--- config.mk ---
export PLATFORM = sky130hd
export DESIGN_NAME = if_id_fetch_ctrl
export DESIGN_NICKNAME = d
export VERILOG_FILES = /design/src/rtl/if_id_fetch_ctrl_pkg.sv /design/src/rtl/if_id_fetch_ctrl_dff.sv /design/src/rtl/if_id_fetch_ctrl_sat_counter.sv /design/src/rtl/if_id_fetch_ctrl.sv
export SDC_FILE = /design/constraint.sdc
export NUM_CORES = 1
export LEC_CHECK = 0
export ABC_AREA = 1
export ABC_CLOCK_PERIOD_IN_PS = 2950
export CAP_MARGIN = 5
export CORE_MARGIN = 4
export CORE_UTILIZATION = 55
export DETAILED_ROUTE_END_ITERATION = 8
export PLACE_DENSITY = 0.85
export SLEW_MARGIN = 20
export SYNTH_ARGS = -nofsm -noshare
export SYNTH_HDL_FRONTEND = slang
export SYNTH_HIERARCHICAL = 1
export SYNTH_SLANG_ARGS = --single-unit
export TNS_END_PERCENT = 5
--- constraint.sdc ---
create_clock -name clk -period 2.95 [get_ports clk]
set_input_delay 0.59 -clock clk [delete_from_list [all_inputs] [get_ports clk]]
set_output_delay 0.59 -clock clk [all_outputs]
set_load 0.01 [all_outputs]
--- src/rtl/if_id_fetch_ctrl_pkg.sv ---
// Shared core definitions: opcode constants, the NOP encoding and the fetch FSM
// state encoding, which the hazard unit debug logic also uses.
package if_id_fetch_ctrl_pkg;

    localparam logic [3:0]  OP_HLT   = 4'hF;
    localparam logic [3:0]  OP_LHB   = 4'hA;
    localparam logic [3:0]  OP_LLB   = 4'hB;
    localparam logic [3:0]  OP_SW    = 4'h9;
    localparam logic [15:0] CORE_NOP = 16'h0000;   // ADD r0,r0,r0

    typedef enum logic [1:0] {
        ST_RUN    = 2'd0,
        ST_STALL  = 2'd1,
        ST_DRAIN  = 2'd2,
        ST_HALTED = 2'd3
    } fetch_state_t;

    function automatic logic has_opcode(input logic [15:0] instr, input logic [3:0] op);
        return instr[15:12] == op;
    endfunction

endpackage

--- src/rtl/if_id_fetch_ctrl_dff.sv ---
// Enabled register cell with synchronous active-low reset to a fixed value.
module dff #(
    parameter int         W       = 16,
    parameter logic [W-1:0] RST_VAL = '0
) (
    input  logic         clk,
    input  logic         rst,
    input  logic         en,
    input  logic [W-1:0] d,
    output logic [W-1:0] q
);

    always_ff @(posedge clk) begin
        if (!rst)
            q <= RST_VAL;
        else if (en)
            q <= d;
    end

endmodule

--- src/rtl/if_id_fetch_ctrl_sat_counter.sv ---
// Event counter that sticks at all-ones instead of wrapping.
module sat_counter #(
    parameter int W = 16
) (
    input  logic         clk,
    input  logic         rst,
    input  logic         en,
    output logic [W-1:0] count
);

    always_ff @(posedge clk) begin
        if (!rst)
            count <= '0;
        else if (en && (count != {W{1'b1}}))
            count <= count + 1'b1;
    end

endmodule

--- src/rtl/if_id_fetch_ctrl.sv ---
// Fetch-side controller: owns the PC and IF/ID register, honours hazard-unit stall/halt,
// squashes on taken branches and drains with NOPs after fetching HLT.
module if_id_fetch_ctrl
    import if_id_fetch_ctrl_pkg::*;
#(
    parameter logic [15:0] RESET_PC   = 16'h0000,
    parameter logic [15:0] NOP_INSTR  = CORE_NOP,
    parameter logic [3:0]  HLT_OPCODE = OP_HLT,
    parameter int          CNT_W      = 16
) (
    input  logic             clk,
    input  logic             rst,
    input  logic             stall,
    input  logic             hlt_in,
    input  logic             branch_taken,
    input  logic [15:0]      branch_target,
    input  logic [15:0]      imem_instr,
    output logic [15:0]      imem_addr,
    output logic [15:0]      if_id_instr,
    output logic [15:0]      if_id_pc_plus2,
    output logic             id_ex_bubble,
    output logic             halted,
    output logic [1:0]       state_o,
    output logic [CNT_W-1:0] stall_events,
    output logic [CNT_W-1:0] flush_count
);

    fetch_state_t state, next_state;

    logic [15:0] pc, pc_d, pc_plus2;
    logic        pc_en;
    logic        ifid_en;
    logic [15:0] instr_d, ppc_d;
    logic        stall_inc, flush_inc;

    assign pc_plus2 = pc + 16'd2;

    always_ff @(posedge clk) begin
        if (!rst)
            state <= ST_RUN;
        else
            state <= next_state;
    end

    // Priority within RUN/STALL: hlt_in, then stall, then branch, then normal fetch.
    always_comb begin
        next_state = state;
        pc_en      = 1'b0;
        pc_d       = pc;
        ifid_en    = 1'b0;
        instr_d    = if_id_instr;
        ppc_d      = if_id_pc_plus2;
        stall_inc  = 1'b0;
        flush_inc  = 1'b0;
        case (state)
            ST_RUN, ST_STALL: begin
                if (hlt_in) begin
                    next_state = ST_HALTED;
                end else if (stall) begin
                    next_state = ST_STALL;
                    stall_inc  = (state == ST_RUN);
                end else if (branch_taken) begin
                    pc_en      = 1'b1;
                    pc_d       = branch_target;
                    ifid_en    = 1'b1;
                    instr_d    = NOP_INSTR;
                    ppc_d      = branch_target;
                    flush_inc  = 1'b1;
                    next_state = ST_RUN;
                end else begin
                    ifid_en = 1'b1;
                    instr_d = imem_instr;
                    ppc_d   = pc_plus2;
                    if (has_opcode(imem_instr, HLT_OPCODE)) begin
                        next_state = ST_DRAIN;
                    end else begin
                        pc_en      = 1'b1;
                        pc_d       = pc_plus2;
                        next_state = ST_RUN;
                    end
                end
            end
            ST_DRAIN: begin
                // HLT sits in IF/ID for the first drain cycle; every later edge loads NOP.
                ifid_en = 1'b1;
                instr_d = NOP_INSTR;
                if (hlt_in)
                    next_state = ST_HALTED;
            end
            default: begin
                next_state = ST_HALTED;
            end
        endcase
    end

    always_ff @(posedge clk) begin
        if (!rst)
            halted <= 1'b0;
        else
            halted <= (next_state == ST_HALTED);
    end

    dff #(.W(16), .RST_VAL(RESET_PC)) u_pc (
        .clk (clk), .rst (rst), .en (pc_en), .d (pc_d), .q (pc)
    );

    dff #(.W(16), .RST_VAL(NOP_INSTR)) u_if_id_instr (
        .clk (clk), .rst (rst), .en (ifid_en), .d (instr_d), .q (if_id_instr)
    );

    dff #(.W(16), .RST_VAL(RESET_PC)) u_if_id_ppc (
        .clk (clk), .rst (rst), .en (ifid_en), .d (ppc_d), .q (if_id_pc_plus2)
    );

    sat_counter #(.W(CNT_W)) u_stall_cnt (
        .clk (clk), .rst (rst), .en (stall_inc), .count (stall_events)
    );

    sat_counter #(.W(CNT_W)) u_flush_cnt (
        .clk (clk), .rst (rst), .en (flush_inc), .count (flush_count)
    );

    assign id_ex_bubble = stall & ((state == ST_RUN) | (state == ST_STALL));
    assign imem_addr    = pc;
    assign state_o      = state;

endmodule

* Word level (Yosys, flattened, before mapping) *
Index checks and enable logic that the tools add are counted.

storage, ports and cells
  logic and storage cells = 59
  input bits = 37
  output and inout port bits = 84
  register bits after elaboration = 83

operators by class
  bitwise gates (word level) = 4
  equal/unequal tests = 9
  $add $sub $neg = 3
  reductions and logical operators = 8
  multiplexer cells = 28

operator list
  operator                                              number
  two-way mux 16 bit                                    6
  adder 16 x 1 -> 16 bit (second input constant)        2
  inequality test 16 bit (second input constant)        2
  case mux 16 bit (2 select lines)                      1
  adder 16 x 2 -> 16 bit (second input constant)        1
  two-way mux 1 bit                                     14
  two-way mux 2 bit                                     5
  AND reduction 4 bit                                   2
  inequality test 2 bit (second input constant)         3
  AND reduction 5 bit                                   1
  equality test 2 bit (second input constant)           2
  equality test 4 bit (second input constant)           1
  case mux 2 bit (2 select lines)                       1
  equality test 2 x 1 -> 1 bit (second input constant)  1
  logical AND 1 bit                                     2
  logical NOT 2 bit                                     1
  inverter 1 bit                                        2
  case mux 1 bit (2 select lines)                       1
  nonzero test 2 bit                                    1
  OR reduction 2 bit                                    1
  AND 1 bit                                             1
  bitwise OR 1 bit                                      1

* Logic depth before layout (Yosys ltp) *
  depth after elaboration = 7
  depth in mapped cells = 13
  depth with buffers taken out = 13

* Modules after synthesis *
The synthesis kept the hierarchy.

by module, submodules not included
  module                      cells each  area an instance (um^2)  sequential area each (um^2)  instances
  dff                         101         674.4                    320.3                        3
  if_id_fetch_ctrl            281         1408.9                   60.1                         1
  sat_counter at u_flush_cnt  149         996.0                    320.3                        1
  sat_counter at u_stall_cnt  155         973.4                    320.3                        1

* Worst setup path after synthesis *
OpenSTA, ideal clock, no wires.

  path kind = input port to flip-flop
  start = input stall
  end = register u_stall_cnt.count[10]
  buffers on the path = 1
  setup slack = 1.053 ns
  arrival = 1.782 ns
  cell stages on the path = 10
  required time = 2.835 ns
  library setup time = 0.115 ns
  cell sequence = inv_1 > nor2_1 > inv_1 > nor3_1 > buf_2 > nand3_1 > nor2_1 > nand3_1 > nand2_1 > nor2_1

between the ends
  word-level cells in the longest chain between the ends = 4

ends and longest elaborated chain
  element               RTL line                            text
  start, declared       if_id_fetch_ctrl.sv:13              input logic stall,
  two-way mux 1 bit     if_id_fetch_ctrl.sv:59              end else if (stall) begin
  two-way mux 1 bit     if_id_fetch_ctrl.sv:57              if (hlt_in) begin
  two-way mux 1 bit     if_id_fetch_ctrl.sv:55              case (state)
  via stall_inc         if_id_fetch_ctrl.sv:34              logic stall_inc, flush_inc;
  logical AND 1 bit     if_id_fetch_ctrl_sat_counter.sv:14  else if (en && (count != {W{1'b1}}))
  end signal, assigned  if_id_fetch_ctrl_sat_counter.sv:15  count <= count + 1'b1;
  end, declared         if_id_fetch_ctrl_sat_counter.sv:8   output logic [W-1:0] count

The timed path passes the listed nets, and every way through them passes these cells.
A chain may end at the register's enable or synchronous reset.

* Worst setup path in the final report *
  start = input stall
  end = output id_ex_bubble

between the ends
  word-level cells in the longest chain between the ends = 1

ends and longest elaborated chain
  element        RTL line                 text
  AND 1 bit      if_id_fetch_ctrl.sv:123  assign id_ex_bubble = stall & ((state == ST_RUN) | (state == ST_STALL));
  end, declared  if_id_fetch_ctrl.sv:21   output logic id_ex_bubble,

No other way between the ends.

==> results.toml <==
[run_status]
status = "completed"

[yosys]
syn_area_mm2 = 0.005401
synth_area_leaders = "dfxtp_1 31%, nand2_1 19%, nor2_1 12%, inv_1 8.3%, nand3_1 4.6%"
yosysTopAreaCellShare_pct = 30.76
synth_seq_cells = 83
synth_area_leader_cell = "dfxtp_1"
ys_types = 42
synthCells = 888
yosys.area_share.adder_pct = 0.6949
synthSimpleGateAreaFrac_pct = 47.39
ys.flop_type = "dfxtp_1"
syn-num-nets = 928
yosys.area_share.xor_xnor_pct = 0.8107
avgSynthCellArea_um2 = 6.083
synth_mux_area_share_pct = 0
ys.warnings.count = 6
ys_seq_area_share_pct = 30.76
synth_top_family_by_area = "simple AND/OR/NAND/NOR gates"
async_flop_share_pct = 0
synth_compound_gate_area_share_pct = 6.833
synth-edff-count = 0

[sta]
slew_violations = 0
tns_ps = 0
period_share_pct = 83.52
finalSetupViolCount = 0
finClkSkew_ps = 9.886
period_needed_ps = 2464
hold_violations = 0
tightest_slew_ps = 1026
max_freq_mhz = 405.9
maxSlewHeadroom_pct = 31.31
rsz0062_at_grt = "no"

[routing]
first_pass_iters = 5
postRouteAntennaNets = 0
drt-initial-drc-count = 323
drc_errors = 0
viasPerCell = 4.898
wire_per_inst_um = 12.00
drt_wl_total_um = 13560
via_count = 5535

[critical_path]
reg2reg_depth = 6
crit_required_ps = 2360
crit_type = "in2out"
path_max_fanout = 3
cp-end-kind = "output port"
reg2reg_slack_ps = 1010
r2r_end = "u_if_id_ppc/q[7]$_SDFFE_PN0P_"
r2r_start = "state_o[1]$_SDFF_PN0_"
crit_path_start_kind = "input port"
cp.arrival_ps = 1870

[floorplanning]
dieWidth_um = 107.1
rows = 35
start_util_pct = 57.37
coreArea_mm2 = 0.009415
die_area_mm2 = 0.01147
io_pins = 121
die_h_um = 107.1

[global_routing]
grtUsageTotal_pct = 23.79
grt_pass1_vias = 4989
grt_max_degree = 53
grt_first_pass_wirelength_um = 22440
grt_antenna_before_repair = 0
overflow = 0

[power_and_ir_drop]
p_leak_nw = 2.955
power_mw = 2.756
peakVddDrop_mv = 0.2370
p_per_area_mw_per_mm2 = 405.3

[clock_tree]
cts_hold_buf = 0
postCtsSetupBuffers = 0
ctsResizeCount = 0
clock_latency_ps = 350
cts_root_buf = "clkbuf_8"
numClockSinks = 83
cts_tree = "built"
htree_levels = 3
path_clk_slew_ps = 90
cts_buffers = 9
clock_path_buffers = 2

[layout]
diodes = 0
area_growth_pct = 25.90
final_layout_size_suffix_gt1_share_pct = 7.992
nets = 1036

[worst_hold_path]
whs_endpoint = "u_if_id_instr/q[9]$_SDFFE_PN0P_"
min_from = "u_if_id_instr/q[9]$_SDFFE_PN0P_"
hold_path_class = "reg2reg"
hold_depth = 2

[job]
cap_viol_max_count = 0

[placed_design]
numPortBuffers = 120
gp_routability_congestion = 0.9197
dp_hpwl_um = 9937
## per-stage QoR
| step | util [%] | instances | cell area, µm² | hold WS [ps] | setup slack, ps |
|---|---|---|---|---|---|
| after floorplan | - | 888 | 5401 | 499.6 | 1053 |
| final | 72.23 | 1130 | 6800 | 485.3 | 486.2 |
| after CTS | 72.23 | 1130 | 6800 | 489.5 | 482.6 |
| after global placement | 69.90 | 1114 | 6581 | 472.6 | 390.8 |
| after global routing | 72.23 | 1130 | 6800 | 519.8 | 439.7 |
| after detailed placement | 69.90 | 1114 | 6581 | 473.5 | 318.5 |
## area by class of cell
| cell class | count | area, µm² |
|---|---|---|
| Sequential cell | 83 | 1662 |
| Multi-Input combinational cell | 654 | 3018 |
| Clock buffer | 12 | 145.1 |
| Timing Repair Buffer | 125 | 1271 |
| Clock inverter | 4 | 73.82 |
| Fill cell | 805 | 2615 |
| Tap cell | 129 | 161.4 |
| Inverter | 123 | 469.2 |
## flip-flops by register name, summed over array words and instances, names as in the netlist
register,count
state_o,2
halted,1
u_if_id_ppc/q,16
u_flush_cnt/count,16
u_pc/q,16
u_stall_cnt/count,16
u_if_id_instr/q,16
## critical path: stages
cell and delay, ps:
clkdlybuf4s50_1 450, inv_1 120, nor2_1 150, clkdlybuf4s50_1 560
## cells in the final DEF, fill, tap and decap left out, drive strengths merged, types with 3 or more instances in the layout
cell type / Yosys / layout
nand2: 294 / 294
nor2: 217 / 217
inv: 123 / 123
clkdlybuf4s50: 0 / 119
dfxtp: 83 / 83
nand3: 50 / 50
o21ai: 32 / 32
a21oi: 19 / 19
clkbuf: 4 / 12
nand4: 10 / 10
or2: 6 / 6
buf: 24 / 6
xor2: 4 / 4
a22oi: 4 / 4
ha: 3 / 3
a21boi: 3 / 3
## per-layer routing
metal  track usage, %  up-vias  routed length [µm]
met5                0        -                   0
met4            6.849        0                 248
met3            7.345       18                 910
met2            40.48      151                6408
met1            28.82     2455                5991
li1                 -     2911                   -
## worst max path at each step
stage | startpoint | end | slack, ps | cells past startpoint
2_1_floorplan | stall | u_stall_cnt/count[10]$_SDFFE_PN0P_ | 1050 | 10
3_3_place_gp | hlt_in | u_pc/q[5]$_SDFFE_PN0P_ | 390 | 10
3_5_place_dp | branch_taken | u_flush_cnt/count[13]$_SDFFE_PN0P_ | 320 | 9
4_1_cts | stall | id_ex_bubble | 480 | 4
5_1_grt | stall | id_ex_bubble | 440 | 4
6_report | stall | id_ex_bubble | 490 | 4
## synth_stat cells, drive strengths merged (6+ instances only)
cell and instances:
nor2 217, buf 24, o21ai 32, dfxtp 83, or2 6, nand3 50, a21oi 19, nand2 294
nand4 10, inv 123
## power breakdown
group	total [mW]	internal, mW	switching [mW]
combinational	0.586	0.281	0.305
sequential	1.25	1.18	0.0655
clock	0.922	0.502	0.420
total	2.76	1.97	0.790
## logic make-up after synthesis
| kind of cell | count (synthesis) |
|---|---|
| AO/OA/AOI/OAI | 66 |
| XOR/XNOR | 5 |
| adder cells (fa/ha/maj) | 3 |
| buffers and inverters | 151 |
| flip-flops | 83 |
| AND/OR/NAND/NOR | 580 |
Power figures use the tool's default switching activity.
